[src/rtl/pmbist_march_engine.sv]
// pmbist_march_engine: programmable memory BIST march sequencer.
// Buffers up to NUM_INSTR march elements, then executes them one memory op
// per clock against a single-port SRAM, comparing read data one cycle later
// and recording pass/fail, the first failing address/element and a fail count.
module pmbist_march_engine #(
    parameter int ADDR_W       = 8,
    parameter int DATA_W       = 8,
    parameter int ADDR_MAX     = 2**ADDR_W-1,
    parameter int NUM_INSTR    = 4,
    parameter int STOP_ON_FAIL = 0,
    localparam int ELEM_W      = (NUM_INSTR > 1) ? $clog2(NUM_INSTR) : 1,
    localparam int CNT_W       = $clog2(NUM_INSTR + 1),
    localparam int INSTR_W     = DATA_W + 11
) (
    input  logic                clk,
    input  logic                rst,
    input  logic [INSTR_W-1:0]  instr_in,
    input  logic                instr_we,
    input  logic                instr_clr,
    input  logic                start,
    output logic                busy,
    output logic                done,
    output logic                pass,
    output logic [ADDR_W-1:0]   fail_addr,
    output logic [ELEM_W-1:0]   fail_elem,
    output logic [15:0]         fail_cnt,
    output logic [ADDR_W-1:0]   mem_addr,
    output logic                mem_we,
    output logic                mem_re,
    output logic [DATA_W-1:0]   mem_wdata,
    input  logic [DATA_W-1:0]   mem_rdata
);

    typedef enum logic [2:0] {
        S_IDLE,
        S_FETCH,
        S_EXEC,
        S_DRAIN,
        S_DONE
    } state_t;

    state_t state, state_next;

    // program buffer and sequencing state
    logic [INSTR_W-1:0] buffer [NUM_INSTR];
    logic [CNT_W-1:0]   cnt;
    logic [ELEM_W-1:0]  pc;
    logic [INSTR_W-1:0] cur_instr;
    logic [ADDR_W-1:0]  addr;
    logic [1:0]         op_idx;

    // one-stage compare pipe carrying the expected word and its tags
    logic               cmp_valid;
    logic [DATA_W-1:0]  cmp_exp;
    logic [ADDR_W-1:0]  cmp_addr;
    logic [ELEM_W-1:0]  cmp_elem;

    // decoded fields of the element being executed
    logic               cur_updwn;
    logic [3:0]         cur_op;
    logic [3:0]         cur_pol;
    logic [1:0]         cur_no;
    logic [DATA_W-1:0]  cur_data;
    logic [INSTR_W-1:0] fetch_word;

    logic               ctrl_ok;
    logic               load_we;
    logic [CNT_W-1:0]   cnt_eff;
    logic               op_bit;
    logic [DATA_W-1:0]  pattern;
    logic               last_op;
    logic               end_addr;
    logic               last_elem;
    logic               issue_rd;
    logic               miscmp;
    logic               stop_now;

    assign cur_updwn  = cur_instr[INSTR_W-1];
    assign cur_op     = cur_instr[DATA_W+9 -: 4];
    assign cur_pol    = cur_instr[DATA_W+5 -: 4];
    assign cur_no     = cur_instr[DATA_W+1 -: 2];
    assign cur_data   = cur_instr[DATA_W-1:0];
    assign fetch_word = buffer[pc];

    // Control inputs are only honoured while no program is running; a push
    // into a full buffer is silently dropped, and clear wins over push.
    assign ctrl_ok  = (state == S_IDLE) || (state == S_DONE);
    assign load_we  = ctrl_ok && instr_we && !instr_clr && (cnt < CNT_W'(NUM_INSTR));
    assign cnt_eff  = load_we ? cnt + CNT_W'(1) : cnt;

    assign op_bit    = cur_op[op_idx];
    assign pattern   = cur_pol[op_idx] ? ~cur_data : cur_data;
    assign last_op   = (op_idx == cur_no);
    assign end_addr  = cur_updwn ? (addr == '0) : (addr == ADDR_W'(ADDR_MAX));
    assign last_elem = (CNT_W'(pc) == cnt - CNT_W'(1));
    assign issue_rd  = (state == S_EXEC) && !op_bit;
    assign miscmp    = cmp_valid && (mem_rdata != cmp_exp);
    assign stop_now  = (STOP_ON_FAIL != 0) && miscmp;

    // State register
    always_ff @(posedge clk) begin
        if (rst)
            state <= S_IDLE;
        else
            state <= state_next;
    end

    // Next-state logic; an early stop on miscompare overrides normal sequencing
    always_comb begin
        state_next = state;
        unique case (state)
            S_IDLE, S_DONE: begin
                if (instr_clr)
                    state_next = S_IDLE;
                else if (start)
                    state_next = (cnt_eff == '0) ? S_DONE : S_FETCH;
            end
            S_FETCH: state_next = S_EXEC;
            S_EXEC: begin
                if (last_op && end_addr)
                    state_next = last_elem ? S_DRAIN : S_FETCH;
            end
            S_DRAIN: state_next = S_DONE;
            default: state_next = S_IDLE;
        endcase
        if (stop_now)
            state_next = S_DONE;
    end

    // Outputs decoded from state; memory strobes and buses are quiet outside EXEC
    always_comb begin
        busy      = 1'b0;
        done      = 1'b0;
        mem_we    = 1'b0;
        mem_re    = 1'b0;
        mem_addr  = '0;
        mem_wdata = '0;
        unique case (state)
            S_FETCH, S_DRAIN: busy = 1'b1;
            S_EXEC: begin
                busy     = 1'b1;
                mem_we   = op_bit;
                mem_re   = !op_bit;
                mem_addr = addr;
                if (op_bit)
                    mem_wdata = pattern;
            end
            S_DONE: done = 1'b1;
            default: ;
        endcase
        pass = done && (fail_cnt == '0);
    end

    // Instruction buffer storage; contents are meaningful only below cnt
    always_ff @(posedge clk) begin
        if (load_we)
            buffer[cnt[ELEM_W-1:0]] <= instr_in;
    end

    // Sequencing datapath, compare pipe and fail bookkeeping
    always_ff @(posedge clk) begin
        if (rst) begin
            cnt       <= '0;
            pc        <= '0;
            cur_instr <= '0;
            addr      <= '0;
            op_idx    <= '0;
            cmp_valid <= 1'b0;
            cmp_exp   <= '0;
            cmp_addr  <= '0;
            cmp_elem  <= '0;
            fail_addr <= '0;
            fail_elem <= '0;
            fail_cnt  <= '0;
        end else begin
            if (ctrl_ok) begin
                if (instr_clr)
                    cnt <= '0;
                else if (load_we)
                    cnt <= cnt + CNT_W'(1);
                if (start && !instr_clr) begin
                    pc        <= '0;
                    fail_addr <= '0;
                    fail_elem <= '0;
                    fail_cnt  <= '0;
                end
            end

            if (state == S_FETCH) begin
                cur_instr <= fetch_word;
                addr      <= fetch_word[INSTR_W-1] ? ADDR_W'(ADDR_MAX) : '0;
                op_idx    <= '0;
            end else if (state == S_EXEC) begin
                if (last_op) begin
                    op_idx <= '0;
                    if (!end_addr)
                        addr <= cur_updwn ? addr - ADDR_W'(1) : addr + ADDR_W'(1);
                    else if (!last_elem)
                        pc <= pc + ELEM_W'(1);
                end else begin
                    op_idx <= op_idx + 2'd1;
                end
            end

            cmp_valid <= issue_rd && !stop_now;
            cmp_exp   <= pattern;
            cmp_addr  <= addr;
            cmp_elem  <= pc;

            if (miscmp) begin
                if (fail_cnt != 16'hFFFF)
                    fail_cnt <= fail_cnt + 16'd1;
                if (fail_cnt == '0) begin
                    fail_addr <= cmp_addr;
                    fail_elem <= cmp_elem;
                end
            end
        end
    end

endmodule
[config.mk]
export PLATFORM = sky130hd
export DESIGN_NAME = pmbist_march_engine
export DESIGN_NICKNAME = d
export VERILOG_FILES = /design/src/rtl/pmbist_march_engine.sv
export SDC_FILE = /design/constraint.sdc
export NUM_CORES = 1
export LEC_CHECK = 0
export BUFFER_PORTS_ARGS = -buffer_cell sky130_fd_sc_hd__buf_2
export CORE_ASPECT_RATIO = 0.8
export CORE_UTILIZATION = 50
export CTS_CLUSTER_DIAMETER = 60
export DETAILED_ROUTE_END_ITERATION = 10
export HOLD_SLACK_MARGIN = 0.05
export PLACE_DENSITY = 0.7
export SETUP_SLACK_MARGIN = 0.2
export SYNTH_ARGS = -nofsm -noshare
export SYNTH_HDL_FRONTEND = slang
export SYNTH_SLANG_ARGS = --single-unit
[constraint.sdc]
create_clock -name clk -period 5.25 [get_ports clk]
set_input_delay 0.2625 -clock clk [delete_from_list [all_inputs] [get_ports clk]]
set_output_delay 0.2625 -clock clk [all_outputs]
set_load 0.02 [all_outputs]
### Word level (Yosys, flattened, before mapping)

Memories as Yosys holds them, arrays and structs flattened. A register that Yosys moved wholly into a read port is not among the register bits.
Index checks and enable logic that the tools add are counted.

* bits in registers: 82
* memory bits (writable): 76
* input bits: 32
* memories kept: 1
* output and inout port bits: 47
* word-level logic and storage cells: 108

Memory list
* buffer: depth 4, width 19, rd ports 1, clocked after Yosys merged registers in 1, wr ports 1, RTL line 45 `logic [INSTR_W-1:0] buffer [NUM_INSTR];`

* reduce and logical (&&, ||, !) cells: 22
* mux-type cells: 50
* bitwise gates (word level): 1
* equal/unequal tests: 12
* add/sub/neg operators: 7
* magnitude comparators: 2

Operator list (count)
* 8-bit 2-to-1 mux: 14
* 16-bit 2-to-1 mux: 4
* 2-bit 2-to-1 mux: 14
* 3-bit 2-to-1 mux: 6
* 16-bit by 1-bit adder with 16-bit output, second input constant: 1
* 16-bit zero test: 1
* 16-bit inequality test, second input constant: 1
* 3-bit one-hot mux with 4 select lines: 1
* 1-bit 2-to-1 mux: 9
* 8-bit by 1-bit adder with 8-bit output, second input constant: 1
* 8-bit equality test, second input constant: 1
* 1-bit logical AND: 8
* 8-bit zero test: 1
* 8-bit inequality test: 1
* 8-bit inverter: 1
* 8-bit by 1-bit subtractor with 8-bit output, second input constant: 1
* 3-bit by 2-bit equality test with 1-bit output, second input constant: 2
* 3-bit zero test: 2
* 2-bit by 1-bit adder with 2-bit output, second input constant: 2
* 1-bit binary-select mux with 2-bit select: 2
* 2-bit by 1-bit inequality test with 1-bit output, second input constant: 2
* 2-bit nonzero test: 2
* 2-bit OR reduction: 2
* 3-bit by 1-bit adder with 3-bit output, second input constant: 1
* 13 further kinds: 14

### Logic depth before layout (Yosys ltp)

* depth after elaboration: 11
* mapped depth: 9
* depth with buffers taken out: 8

### Worst setup path before layout

No wires, ideal clock.

* path kind: register to register
* from: register state[0]
* to: memory buffer[3][0] in the netlist's numbering (enable)
* arrival: 1.689 ns
* cell stages (with the launch flop): 5
* required time: 4.872 ns
* slack: 3.183 ns
* library setup time: 0.378 ns
* clock period less this slack: 2.067 ns
* path buffers: 1
* path through: dfxtp_1 buf_6 or3_4 nor3b_4 and2_1

* longest elaborated chain between the ends: 7
* elaborated cells between the ends (all ways): 8
* those cells by class: eq/ne: 1; mux: 2; reduce/logical: 5

RTL lines
* from (decl): RTL line 42 `state_t state, state_next;`
* from (signal assigned): RTL line 105 `state <= state_next;`
* 3-bit equality test or 3-bit zero test (tied branches): RTL line 87 `assign ctrl_ok = (state == S_IDLE) || (state == S_DONE);`
* 1-bit logical OR (*): RTL line 87
* 1-bit logical AND (*) (3 in series): RTL line 88 `assign load_we = ctrl_ok && instr_we && !instr_clr && (cnt < CNT_W'(NUM_INSTR));`
* 1-bit 2-to-1 mux (*): RTL line 156 `if (load_we)`
* 1-bit 2-to-1 mux (not written as such) (*): RTL line 157 `buffer[cnt[ELEM_W-1:0]] <= instr_in;`
* to (decl): RTL line 45

Every way passes the cells marked *; elsewhere a longest branch is shown, timed or not.

### Worst setup path after layout

* from: input instr_clr
* to: memory buffer[2][12] in the netlist's numbering (enable)

* longest elaborated chain between the ends: 5

RTL lines
* from (decl): RTL line 19 `input logic instr_clr,`
* 1-bit zero test: RTL line 88
* 1-bit logical AND (2 in series): RTL line 88
* 1-bit 2-to-1 mux: RTL line 156
* 1-bit 2-to-1 mux (not written as such): RTL line 157

Every way passes these cells.

==> metrics.txt <==
total CTS buffers 17; clk root buf clkbuf_16; clk buf depth 2; H-tree level count 4; setup TNS 0 ns; leading cell type in the layout, fill and taps excluded dfxtp_1; Worst IR Drop VDD 0.243 mV; full die area 14000 um^2; CP Data Arrival Time 2.59 ns; skew final 0.00777 ns; Avg Cell Area, Syn 11.8 um^2; setup violators final 0; max cap viols 0; status finished clean; Syn Std Cell Area 6740 um^2; placer congestion estimate 0.828; I/O Buffers 78; total congestion overflow 0; EDFF count, synth 76; initial drt markers 227; Synth warnings 0; Vias 4636; r2r worst-path depth 5; Worst setup EP type flip-flop; Synth Net Count 619; # rows 37; core area 13000 um^2; TritonRoute pass-1 iters 4; Initial Util 0.518; pre-CTS setup slack 2.70 ns; layout cells sized above 1 0.220; Final Util 0.615; sequential fraction of the synthesis area 0.582; clock transition at the registers of the reported paths 0.06 ns; Final Cycle Share 0.484; Antenna Violating Nets Remaining 0; pin count of the biggest net entering global routing 36; worst hold stages 1; DP Wirelength 9.09 mm; fraction of registers with async set/reset 0; crit start category input pin; Yosys cell types 60; CTS tree built; initial antenna violation count 0; drt wl/cell 16.4 um; fin. max-slew vios 0; Die Y-Extent 106 um; fin nets 707; I/O pin total 79; static leakage 2.98 nW; max_slew headroom 0.262; Diodes inserted 0; RSZ-0062 raised after global routing no; Post-CTS Setup Bufs 0; Clk Latency, worst-skew pair 0.43 ns; synthesized flop and latch total 158; kind of critical path in2reg; worst hold-check path type in2reg; final wirelength 13.9 mm; commonest non-fill, non-tap cells in the layout dfxtp_1, buf_2, edfxtp_1; Slew @ Worst Pin 1.11 ns; final count of hold timing violations 0; CP required 5.30 ns; Worst Slack Setup Final 2.71 ns; Mapped Cells 573; PD cells 354 nW/um^2; vias in the first global route 4528; DR DRC count 0; vias per inst 5.46; fmax 393 MHz; GRT Total Usage 0.213; Die X 132 um; global-route wire length before repair 22.7 mm; clk sink count 158; top_reg_cell synth dfxtp_1; critical path fanouts, max 19; Pwr Total 0.00284 W; crit path time final 2.54 ns; Layout area overhead 18.7%
## metrics by stage
step	hold slack, ns	std cells	cell area [um^2]
final	0.0631	849	8010
after global routing	0.0549	849	8010
after CTS	0.0517	849	8010
after detailed placement	0.434	801	7240
after global placement	0.429	801	7240
after floorplan	0.358	573	6740
## final timing paths
path                    start            end  slack, ns
setup / recovery    instr_clr  buffer[2][12]       2.71
hold reg to reg   cmp_addr[7]   fail_addr[7]       0.44
setup reg to reg        pc[0]        addr[7]       2.71
hold / removal    instr_in[6]   buffer[2][6]       0.06
## flip-flops by register name (all words and copies together) (netlist names)
signal,flops
buffer,76
cmp_exp,8
addr,8
op_idx,2
cmp_addr,8
cnt,3
pc,2
cmp_valid,1
fail_cnt,16
cmp_elem,2
fail_elem,2
state,3
fail_addr,8
cur_instr,19
## cell type report
| class | instances | area [um^2] |
|---|---|---|
| fill | 1032 | 5000 |
| sequential | 158 | 3920 |
| clock inverter | 15 | 176 |
| multi-input combinational | 375 | 2650 |
| tap | 175 | 219 |
| inverter | 13 | 48.8 |
| clock buffer | 17 | 425 |
| timing repair buffer | 96 | 566 |
## cells in the mapped netlist, drive strengths merged (2+ instances only)
master | count | area [um^2]
xnor2 | 23 | 201
o21bai | 2 | 15.0
buf | 13 | 71.3
mux4 | 21 | 473
or2 | 2 | 12.5
or3 | 4 | 30.0
nand4 | 5 | 31.3
nor4b | 2 | 17.5
nor4 | 5 | 31.3
nand3 | 23 | 115
nand2 | 63 | 239
ha | 13 | 163
clkbuf | 14 | 52.6
mux2i | 6 | 60.1
and4 | 4 | 35.0
and2 | 13 | 81.3
edfxtp | 76 | 2280
o21ai | 12 | 60.1
nor3 | 16 | 90.1
xor2 | 10 | 87.6
a22o | 5 | 43.8
o211ai | 4 | 30.0
and3 | 10 | 62.6
dfxtp | 82 | 1640
a211oi | 8 | 70.1
a21o | 5 | 45.0
inv | 13 | 48.8
o31ai | 2 | 15.0
nand3b | 3 | 22.5
nor2b | 9 | 56.3
a21oi | 43 | 219
nor2 | 47 | 186
## worst max-delay path, stage by stage
cell           delay (ns)
dlygate4sd3_1        0.57
buf_2                0.16
or3_4                0.37
nor3b_4              0.35
and2_1               0.87
## power by group
| part | internal (W) | leakage (nW) | total (W) | switching [W] |
|---|---|---|---|---|
| registers | 0.00133 | 1.35 | 0.00137 | 0.0000327 |
| clock network | 0.000717 | 0.295 | 0.00125 | 0.000529 |
| logic | 0.0000914 | 1.33 | 0.000224 | 0.000132 |
## routing by layer
metal / wire (um) / up-vias / share of wire / GRT usage
met5: 0 / - / 0 / 0
met4: 225 / 0 / 0.016 / 0.0756
met3: 778 / 21 / 0.056 / 0.0572
met2: 6640 / 122 / 0.48 / 0.353
met1: 6300 / 2229 / 0.45 / 0.269
li1: - / 2264 / - / -
## repair_timing
action,4_1_cts,5_1_grt
gates resized for setup,0,0
hold buffers,16,0
endpoints found under the hold margin,60,0
## kinds of logic after synthesis
family,Yosys count,share of synthesized area
compound gates,90,0.0855
xor+xnor,33,0.0429
fa+ha+maj,14,0.0271
buf+inv,40,0.0256
flops,158,0.582
mux,28,0.0807
simple gates,210,0.156
Power figures use the tool's default switching activity.
